### src/rtl/snake_pkg.sv
// Shared snake-game types: 2-bit direction encoding, game_status values and
// the direction-reversal helper used by the turn legality filter.
package snake_pkg;

  typedef logic [1:0] dir_t;

  localparam dir_t DIR_UP    = 2'd0;
  localparam dir_t DIR_DOWN  = 2'd1;
  localparam dir_t DIR_LEFT  = 2'd2;
  localparam dir_t DIR_RIGHT = 2'd3;

  typedef enum logic [1:0] {
    ST_RESTART = 2'd0,
    ST_START   = 2'd1,
    ST_PLAY    = 2'd2,
    ST_DIE     = 2'd3
  } status_e;

  // Opposite pairs differ only in the LSB (UP/DOWN, LEFT/RIGHT).
  function automatic dir_t dir_opposite(input dir_t d);
    return d ^ 2'd1;
  endfunction

endpackage

### src/rtl/turn_queue_dir_fifo.sv
// DEPTH-entry FIFO of 2-bit directions with flush and simultaneous push/pop;
// exposes head, tail (most recent push) and occupancy count.
module dir_fifo
  import snake_pkg::*;
#(
  parameter int DEPTH = 2
) (
  input  logic       clk,
  input  logic       rst_n,
  input  logic       i_flush,
  input  logic       i_push,
  input  logic       i_pop,
  input  dir_t       i_data,
  output dir_t       o_head,
  output dir_t       o_tail,
  output logic       o_full,
  output logic       o_empty,
  output logic [2:0] o_count
);

  localparam int PW = $clog2(DEPTH);

  logic [PW-1:0] r_wr_ptr;
  logic [PW-1:0] r_rd_ptr;
  logic [2:0]    r_count;
  dir_t          r_mem [DEPTH];

  logic w_push;
  logic w_pop;

  assign o_empty = (r_count == 3'd0);
  assign o_full  = (r_count == 3'(DEPTH));
  assign w_pop   = i_pop && !o_empty;
  assign w_push  = i_push && (!o_full || w_pop);

  assign o_head  = r_mem[r_rd_ptr];
  assign o_tail  = r_mem[r_wr_ptr - PW'(1)];
  assign o_count = r_count;

  // NOTE: state registers use non-blocking assignments so every flop samples
  // pre-edge values, regardless of statement order.
  always_ff @(posedge clk or negedge rst_n) begin
    if (!rst_n) begin
      r_wr_ptr <= '0;
      r_rd_ptr <= '0;
      r_count  <= 3'd0;
    end else if (i_flush) begin
      r_wr_ptr <= '0;
      r_rd_ptr <= '0;
      r_count  <= 3'd0;
    end else begin
      if (w_push) r_wr_ptr <= r_wr_ptr + PW'(1);
      if (w_pop)  r_rd_ptr <= r_rd_ptr + PW'(1);
      if (w_push && !w_pop)      r_count <= r_count + 3'd1;
      else if (w_pop && !w_push) r_count <= r_count - 3'd1;
    end
  end

  // NOTE: storage is deliberately not reset; r_count gates every read, so
  // stale contents are never observed and the array can map to plain RAM.
  always_ff @(posedge clk) begin
    if (w_push && !i_flush) r_mem[r_wr_ptr] <= i_data;
  end

endmodule

### src/rtl/turn_queue.sv
// Direction-command buffer: queues legal turns and applies one per move tick.
// Optional TURN_QUEUE_DROP_CNT_EN adds a saturating drop_cnt debug counter.
module turn_queue
  import snake_pkg::*;
#(
  parameter int   DEPTH    = 2,
  parameter dir_t INIT_DIR = DIR_RIGHT
) (
  input  logic       clk,
  input  logic       rst,
  input  logic       up_press,
  input  logic       down_press,
  input  logic       left_press,
  input  logic       right_press,
  input  logic [1:0] game_status,
  input  logic       move_tick,
  output logic [1:0] cur_dir,
  output logic [2:0] q_count,
  output logic       drop
`ifdef TURN_QUEUE_DROP_CNT_EN
  ,
  output logic [7:0] drop_cnt
`endif
);

  dir_t r_cur_dir;
  logic r_drop;

  dir_t       w_cand;
  logic       w_has_cand;
  dir_t       w_ref;
  logic       w_legal;
  logic       w_play;
  logic       w_restart;
  logic       w_push;
  logic       w_pop;
  dir_t       w_head;
  dir_t       w_tail;
  logic       w_full;
  logic       w_empty;
  logic [2:0] w_count;

  // NOTE: every always_comb output gets a default first so no path leaves it
  // unassigned, which would otherwise infer a latch.
  always_comb begin
    w_cand     = DIR_UP;
    w_has_cand = 1'b1;
    if (up_press)          w_cand = DIR_UP;
    else if (down_press)   w_cand = DIR_DOWN;
    else if (left_press)   w_cand = DIR_LEFT;
    else if (right_press)  w_cand = DIR_RIGHT;
    else                   w_has_cand = 1'b0;
  end

  assign w_play    = (game_status == ST_PLAY);
  assign w_restart = (game_status == ST_RESTART);
  assign w_ref     = w_empty ? r_cur_dir : w_tail;
  assign w_legal   = w_has_cand && (w_cand != w_ref) && (w_cand != dir_opposite(w_ref));

  // On a tick a pop frees a slot, so a full queue still accepts the new turn.
  assign w_pop  = w_play && move_tick && !w_empty;
  assign w_push = w_play && w_legal && (move_tick ? !w_empty : !w_full);

  dir_fifo #(.DEPTH(DEPTH)) u_fifo (
    .clk     (clk),
    .rst_n   (rst),
    .i_flush (w_restart),
    .i_push  (w_push),
    .i_pop   (w_pop),
    .i_data  (w_cand),
    .o_head  (w_head),
    .o_tail  (w_tail),
    .o_full  (w_full),
    .o_empty (w_empty),
    .o_count (w_count)
  );

  always_ff @(posedge clk or negedge rst) begin
    if (!rst) begin
      r_cur_dir <= INIT_DIR;
      r_drop    <= 1'b0;
    end else begin
      r_drop <= w_play && w_legal && !move_tick && w_full;
      if (w_restart)                                r_cur_dir <= INIT_DIR;
      else if (w_pop)                               r_cur_dir <= w_head;
      else if (w_play && move_tick && w_legal)      r_cur_dir <= w_cand;
    end
  end

`ifdef TURN_QUEUE_DROP_CNT_EN
  logic [7:0] r_drop_cnt;

  always_ff @(posedge clk or negedge rst) begin
    if (!rst)                                  r_drop_cnt <= 8'd0;
    else if (w_restart)                        r_drop_cnt <= 8'd0;
    else if (w_play && w_legal && !move_tick && w_full && r_drop_cnt != 8'hFF)
                                               r_drop_cnt <= r_drop_cnt + 8'd1;
  end

  assign drop_cnt = r_drop_cnt;
`endif

  assign cur_dir = r_cur_dir;
  assign q_count = w_count;
  assign drop    = r_drop;

endmodule

### config.mk
export PLATFORM = sky130hd
export DESIGN_NAME = turn_queue
export DESIGN_NICKNAME = d
export VERILOG_FILES = /design/src/rtl/snake_pkg.sv /design/src/rtl/turn_queue_dir_fifo.sv /design/src/rtl/turn_queue.sv
export SDC_FILE = /design/constraint.sdc
export NUM_CORES = 1
export LEC_CHECK = 0
export CAP_MARGIN = 40
export CORE_MARGIN = 10
export CORE_UTILIZATION = 45
export DETAILED_ROUTE_END_ITERATION = 6
export PLACE_DENSITY = 0.75
export SLEW_MARGIN = 25
export SYNTH_ARGS = -nofsm -noshare
export SYNTH_HDL_FRONTEND = slang
export SYNTH_SLANG_ARGS = --single-unit
export TNS_END_PERCENT = 1
### constraint.sdc
create_clock -name clk -period 6.2 [get_ports clk]
set_clock_uncertainty 0.15 [all_clocks]
set_input_delay 1.86 -clock clk [delete_from_list [all_inputs] [get_ports clk]]
set_output_delay 1.86 -clock clk [all_outputs]
set_load 0.03 [all_outputs]
==> results.md, run 1 <==
* Worst-path clk slew at 0.08 ns
* Leakage at 0.000353 uW
* Syn. warnings at 0
* Distinct cells, synth at 26
* Pre-CTS WS at 1.82 ns
* Commonest cells after routing, fill and taps aside: clkdlybuf4s50_1, nor2_1, nand2_1, a21oi_1, dfrtp_1
* Post-synthesis sequential area ratio at 0.475
* Power per Cell Area at 380 nW/um^2
* Final Setup Violations at 0
* Final instance area at 860 sq um
* Pwr Total at 326 uW
* ANT cells at 0
* Clock Tree Buf Depth at 2
* Setup CP Type: in -> reg
* Initial Util at 0.497
* Total of max-cap violations at 0
* Post-route ant nets at 0
* # resized after CTS at 0
* #FFs+latches synth at 12
* Final worst-path setup slack at 2.10 ns
* Post-route core utilization at 0.629
* CP max stage cell: clkdlybuf4s50_1
* CTS tree: yes
* Hpwl dp at 1170 microns
* Fraction of layout cells with a size suffix above 1 at 0.105
* Post-synth EDFFs at 4
* RSZ-0062 raised after global routing: no
* Synth Instances at 69
* Initial antenna violation count at 0
* NumNets Final at 98
* CTS Hold Bufs at 0
* Worst Setup Start Kind: primary input
* Final GP Congestion at 0.769
* CTS Sinks at 12
* Critical path buffers and inverters at 1
* Commonest non-fill, non-tap cell in the layout: clkdlybuf4s50_1
* Largest stage delay, worst path at 0.42 ns
* Worst EP arrival at 4.16 ns
* Mapped Area at 679 sq um
* I/O pin total at 15
* Pin count of the biggest net entering global routing at 9
* CTS buffer count at 3
* Post-synth ARST share at 0.667
* Syn_nets at 80
* Root buf cell: clkbuf_4
* Die X at 58.9 microns
* IO Port Bufs at 14
* Average wire per standard cell at 14.7 microns
* Min Tclk post-route at 4.10 ns
* # DRC at 0
* Starting DRT DRC Count at 21
* Area grow syn2layout at 26.5%
* Routed WL at 1490 microns
* Final Slew Violations at 0
* # rows at 13
* Critical Path End Type: flip-flop
* Number of global-route vias before repair at 556
* First-pass GRT wire length at 2530 microns
* Primary FF master, synth: dfrtp_1
* Setup repair bufs after CTS at 0
* Setup TNS at 0 ns
* Critical path peak fanout at 4
* Relative slew slack at 0.725
* Top Family by Delay on Critical Path: adder cells
* Post-synthesis average cell area at 9.85 sq um
* Fmax at 0.244 GHz
* CTS HTree Levels at 1
* Max IR drop VDD at 0.192 mV
* Core region area at 1370 sq um
* Worst path required time at 6.26 ns
* Clk_lat worst skew at 0.28 ns
* Vias at 551
* Placed Instance Area at 833 sq um
* Hold Path Class: reg -> reg
* Hold Fails Final Rpt at 0
* CP cell instances: clkdlybuf4s50_1 -> o21ai_0 -> mux2_4 -> nor2_2 -> ha_1 -> fa_1 -> xnor2_1 -> or3_1 -> a21oi_1
* GRT Util Overall at 0.0938
* Die area at 3460 sq um
* R2R setup slack at 3.37 ns
* Initial DRT Pass Iterations at 4
* Slew @ Worst Pin at 0.409 ns
* Die H at 58.9 microns
* Final period util at 0.661
* Total grt overflow at 0
* Outcome: complete, no violations
* Routed vias/inst at 5.46
layout make-up:
cell class                      count  area [sq um]
Multi-Input combinational cell     51           333
Sequential cell                    12           323
Clock inverter                      1          3.75
Tap cell                           15          18.8
Inverter                            5          18.8
Fill cell                         117           507
Timing Repair Buffer               14           140
Clock buffer                        3          22.5
per-layer routing:
| layer | GRT usage | up-vias | part of all wire |
|---|---|---|---|
| met4 | 0.0492 | 0 | 0.021 |
| li1 | - | 279 | - |
| met2 | 0.155 | 12 | 0.50 |
| met1 | 0.102 | 255 | 0.42 |
| met3 | 0.0343 | 5 | 0.061 |
| met5 | 0 | - | 0 |
registers in the layout (all words and copies together), names as in the netlist:
name / count
cur_dir: 2
drop: 1
u_fifo.o_count: 3
u_fifo.r_mem: 4
u_fifo.r_rd_ptr: 1
u_fifo.r_wr_ptr: 1
cells by family after synthesis:
group,Yosys count,synth area share
and+or+nand+nor,26,0.184
AOI/OAI and AO/OA,13,0.107
DFF,12,0.475
buffers and inverters,6,0.0350
muxes,6,0.0994
xor gates and xnor gates,4,0.0516
adders and majority gates,2,0.0479
through the flow:
| stage | instances | hold slack, ns |
|---|---|---|
| floorplan | 69 | 0.344 |
| global placement | 97 | 0.392 |
| detailed placement | 97 | 0.403 |
| CTS | 101 | 0.418 |
| global route | 101 | 0.473 |
| finish | 101 | 0.418 |
worst reg2reg max path, delay by kind of cell (launching register included):
| family | cells | cell delay, ns |
|---|---|---|
| AOI/OAI and AO/OA | 1 | 0.14 |
| adders and majority gates | 2 | 0.43 |
| muxes | 2 | 0.56 |
| DFF | 1 | 0.44 |
| and+or+nand+nor | 3 | 0.96 |
| xor gates and xnor gates | 1 | 0.07 |
cell usage after synthesis (all sizes together) (3+ instances only):
cell type	instances	area share
nand2	7	0.039
edfxtp	4	0.18
a21oi	6	0.044
nor2	9	0.053
mux2	3	0.055
inv	5	0.028
dfrtp	6	0.22
o21ai	4	0.029
mux2i	3	0.044
final timing paths:
check | from | end | cells after the start
hold / removal | cur_dir[1]$_DFFE_PN1P_ | cur_dir[1]$_DFFE_PN1P_ | 2
setup / recovery | right_press | u_fifo.o_count[2]$_DFFE_PN0P_ | 9
setup reg to reg | u_fifo.o_count[1]$_DFFE_PN0P_ | u_fifo.o_count[2]$_DFFE_PN0P_ | 9
min in group asynchronous | rst | u_fifo.r_wr_ptr$_DFFE_PN0P_ | 1
max in group asynchronous | rst | cur_dir[1]$_DFFE_PN1P_ | 1
hold reg to reg | cur_dir[1]$_DFFE_PN1P_ | cur_dir[1]$_DFFE_PN1P_ | 2
report_power, final:
part           switching [uW]  leakage (uW)  internal (uW)  total, uW
clock                    27.9     0.0000154           23.4       51.2
combinational            78.3      0.000200           70.8        149
sequential               22.1      0.000138            104        126
No activity file was read; power rests on OpenSTA's default activity.
==> run 2: changes to the inputs <==
==> constraint.sdc (replaced) <==
create_clock -name clk -period 4.3 [get_ports clk]
set_clock_uncertainty 0.15 [all_clocks]
set_input_delay 1.29 -clock clk [delete_from_list [all_inputs] [get_ports clk]]
set_output_delay 1.29 -clock clk [all_outputs]
set_load 0.03 [all_outputs]
==> results.md, run 2 (synthesis results as in run 1) <==
* Outcome: complete, no violations
* Commonest cells after routing, fill and taps aside: clkdlybuf4s50_1, nor2_1, nand2_1, a21oi_1, dfrtp_1
* Die X at 58.9 microns (unchanged)
* Clock Tree Buf Depth at 2 (unchanged)
* # DRC at 0 (unchanged)
* Post-route core utilization at 0.629 (unchanged)
* # rows at 13 (unchanged)
* Critical path buffers and inverters at 1 (unchanged)
* Hold Fails Final Rpt at 0 (unchanged)
* Pin count of the biggest net entering global routing at 9 (unchanged)
* Initial Util at 0.497 (unchanged)
* Pwr Total at 469 uW (+44%)
* Commonest non-fill, non-tap cell in the layout: clkdlybuf4s50_1
* Die H at 58.9 microns (unchanged)
* Clk_lat worst skew at 0.27 ns (about the same)
* CTS Sinks at 12 (unchanged)
* Hold Path Class: reg -> reg
* Relative slew slack at 0.704 (-0.0204)
* Final worst-path setup slack at 0.714 ns (-1.39 ns)
* Total grt overflow at 0 (unchanged)
* NumNets Final at 98 (unchanged)
* Total of max-cap violations at 0 (unchanged)
* Setup TNS at 0 ns (unchanged)
* Largest register FFs at 4 (unchanged)
* Reg area at 323 sq um (unchanged)
* Initial antenna violation count at 0 (unchanged)
* Multi-input gate area at 333 sq um (unchanged)
* Routed WL at 1520 microns (+2.6%)
* Max IR drop VDD at 0.380 mV (+98%)
* Slew @ Worst Pin at 0.439 ns (+0.0302 ns)
* Critical path peak fanout at 4 (unchanged)
* Biggest register: u_fifo.r_mem
* Leakage at 0.000353 uW (unchanged)
* Critical Path End Type: flip-flop
* GRT Util Overall at 0.0928 (-0.00107)
* Final GP Congestion at 0.806 (+4.8%)
* CTS HTree Levels at 1 (unchanged)
* Hpwl dp at 1260 microns (+7.5%)
* IO Port Bufs at 14 (unchanged)
* Final period util at 0.834
* Fin Hold WS at 0.412 ns (-0.00533 ns)
* Average wire per standard cell at 15.1 microns (+2.6%)
* Fraction of layout cells with a size suffix above 1 at 0.105 (unchanged)
* Pre-CTS WS at 0.479 ns (-1.34 ns)
* # resized after CTS at 0 (unchanged)
* Root buf cell: clkbuf_4
* CTS tree: yes
* Hold path cells at 1 (-1)
* Vias at 567 (+2.9%)
* Worst Setup Start Kind: primary input
* Worst-path clk slew at 0.07 ns (about the same)
* Stages on worst setup path at 9 (unchanged)
* R2r worst-path depth at 9 (unchanged)
* Number of global-route vias before repair at 555 (-0.18%)
* Setup CP Type: in -> reg
* Core region area at 1370 sq um (unchanged)
* Power per Cell Area at 546 nW/um^2 (+44%)
* I/O pin total at 15 (unchanged)
* Initial DRT Pass Iterations at 4 (unchanged)
* Die area at 3460 sq um (unchanged)
* Fillers at 129 (+10%)
* RSZ-0062 raised after global routing: no
* Worst path required time at 4.34 ns (-1.92 ns)
* Post-route ant nets at 0 (unchanged)
* Top Family by Delay on Critical Path: adder cells
* Area grow syn2layout at 26.5% (unchanged)
* First-pass GRT wire length at 2500 microns (-1.4%)
* Final Setup Violations at 0 (unchanged)
* Final Slew Violations at 0 (unchanged)
* CTS buffer count at 3 (unchanged)
* Starting DRT DRC Count at 10 (-52%)
* Min Tclk post-route at 3.59 ns
* Fmax at 0.279 GHz
* CP max stage cell: clkdlybuf4s50_1
* Largest stage delay, worst path at 0.43 ns (about the same)
* Worst EP arrival at 3.63 ns (-0.53 ns)
* ANT cells at 0 (unchanged)
* CP cell instances: clkdlybuf4s50_1 -> o21ai_0 -> mux2_4 -> nor2_2 -> ha_1 -> fa_1 -> xnor2_1 -> or3_1 -> a21oi_1
* Routed vias/inst at 5.61 (+2.9%)
* CTS Hold Bufs at 0 (unchanged)
* Setup repair bufs after CTS at 0 (unchanged)
## run 2: worst reg2reg max path: cells and delay by family (launching register included)
kind / cells / cell delay (ns)
compound gates: 1 / 0.14
simple gates: 3 / 0.95
mux: 2 / 0.59
flops: 1 / 0.45
fa+ha+maj: 2 / 0.43
xor+xnor: 1 / 0.07
## run 2: through the flow
step                      area (sq um)  cells
after floorplan                    679     69
after global placement             833     97
after detailed placement           833     97
after CTS                          860    101
after global routing               860    101
final                              860    101
## run 2: worst paths after layout
kind | to | slack [ns] | from
setup / recovery | u_fifo.o_count[2]$_DFFE_PN0P_ | 0.71 | left_press
hold / removal | u_fifo.r_wr_ptr$_DFFE_PN0P_ | 0.41 | u_fifo.r_wr_ptr$_DFFE_PN0P_
setup reg to reg | u_fifo.o_count[2]$_DFFE_PN0P_ | 1.45 | u_fifo.o_count[1]$_DFFE_PN0P_
hold reg to reg | u_fifo.r_wr_ptr$_DFFE_PN0P_ | 0.41 | u_fifo.r_wr_ptr$_DFFE_PN0P_
max in group asynchronous | cur_dir[1]$_DFFE_PN1P_ | 2.54 | rst
min in group asynchronous | drop$_DFF_PN0_ | 1.15 | rst
## run 2: cell type report
class	count	area share
multi-input cells	51	0.387
flip-flops and latches	12	0.376
repair buffers	14	0.163
clock buffers	3	0.0262
inverters	5	0.0218
well taps	15	0.0218
clock inverters	1	0.00437
## run 2: report_power, final
part | total, uW | switching [uW] | internal (uW)
Combinational | 218 | 116 | 102
Sequential | 182 | 32.5 | 150
Clock | 68.6 | 35.1 | 33.6
## run 2: layer usage
metal / GRT usage / wire length (microns) / up-vias
met1: 0.103 / 620 / 272
met4: 0.0197 / 2 / 0
li1: - / - / 278
met3: 0.0494 / 97 / 2
met5: 0 / 0 / -
met2: 0.153 / 804 / 15
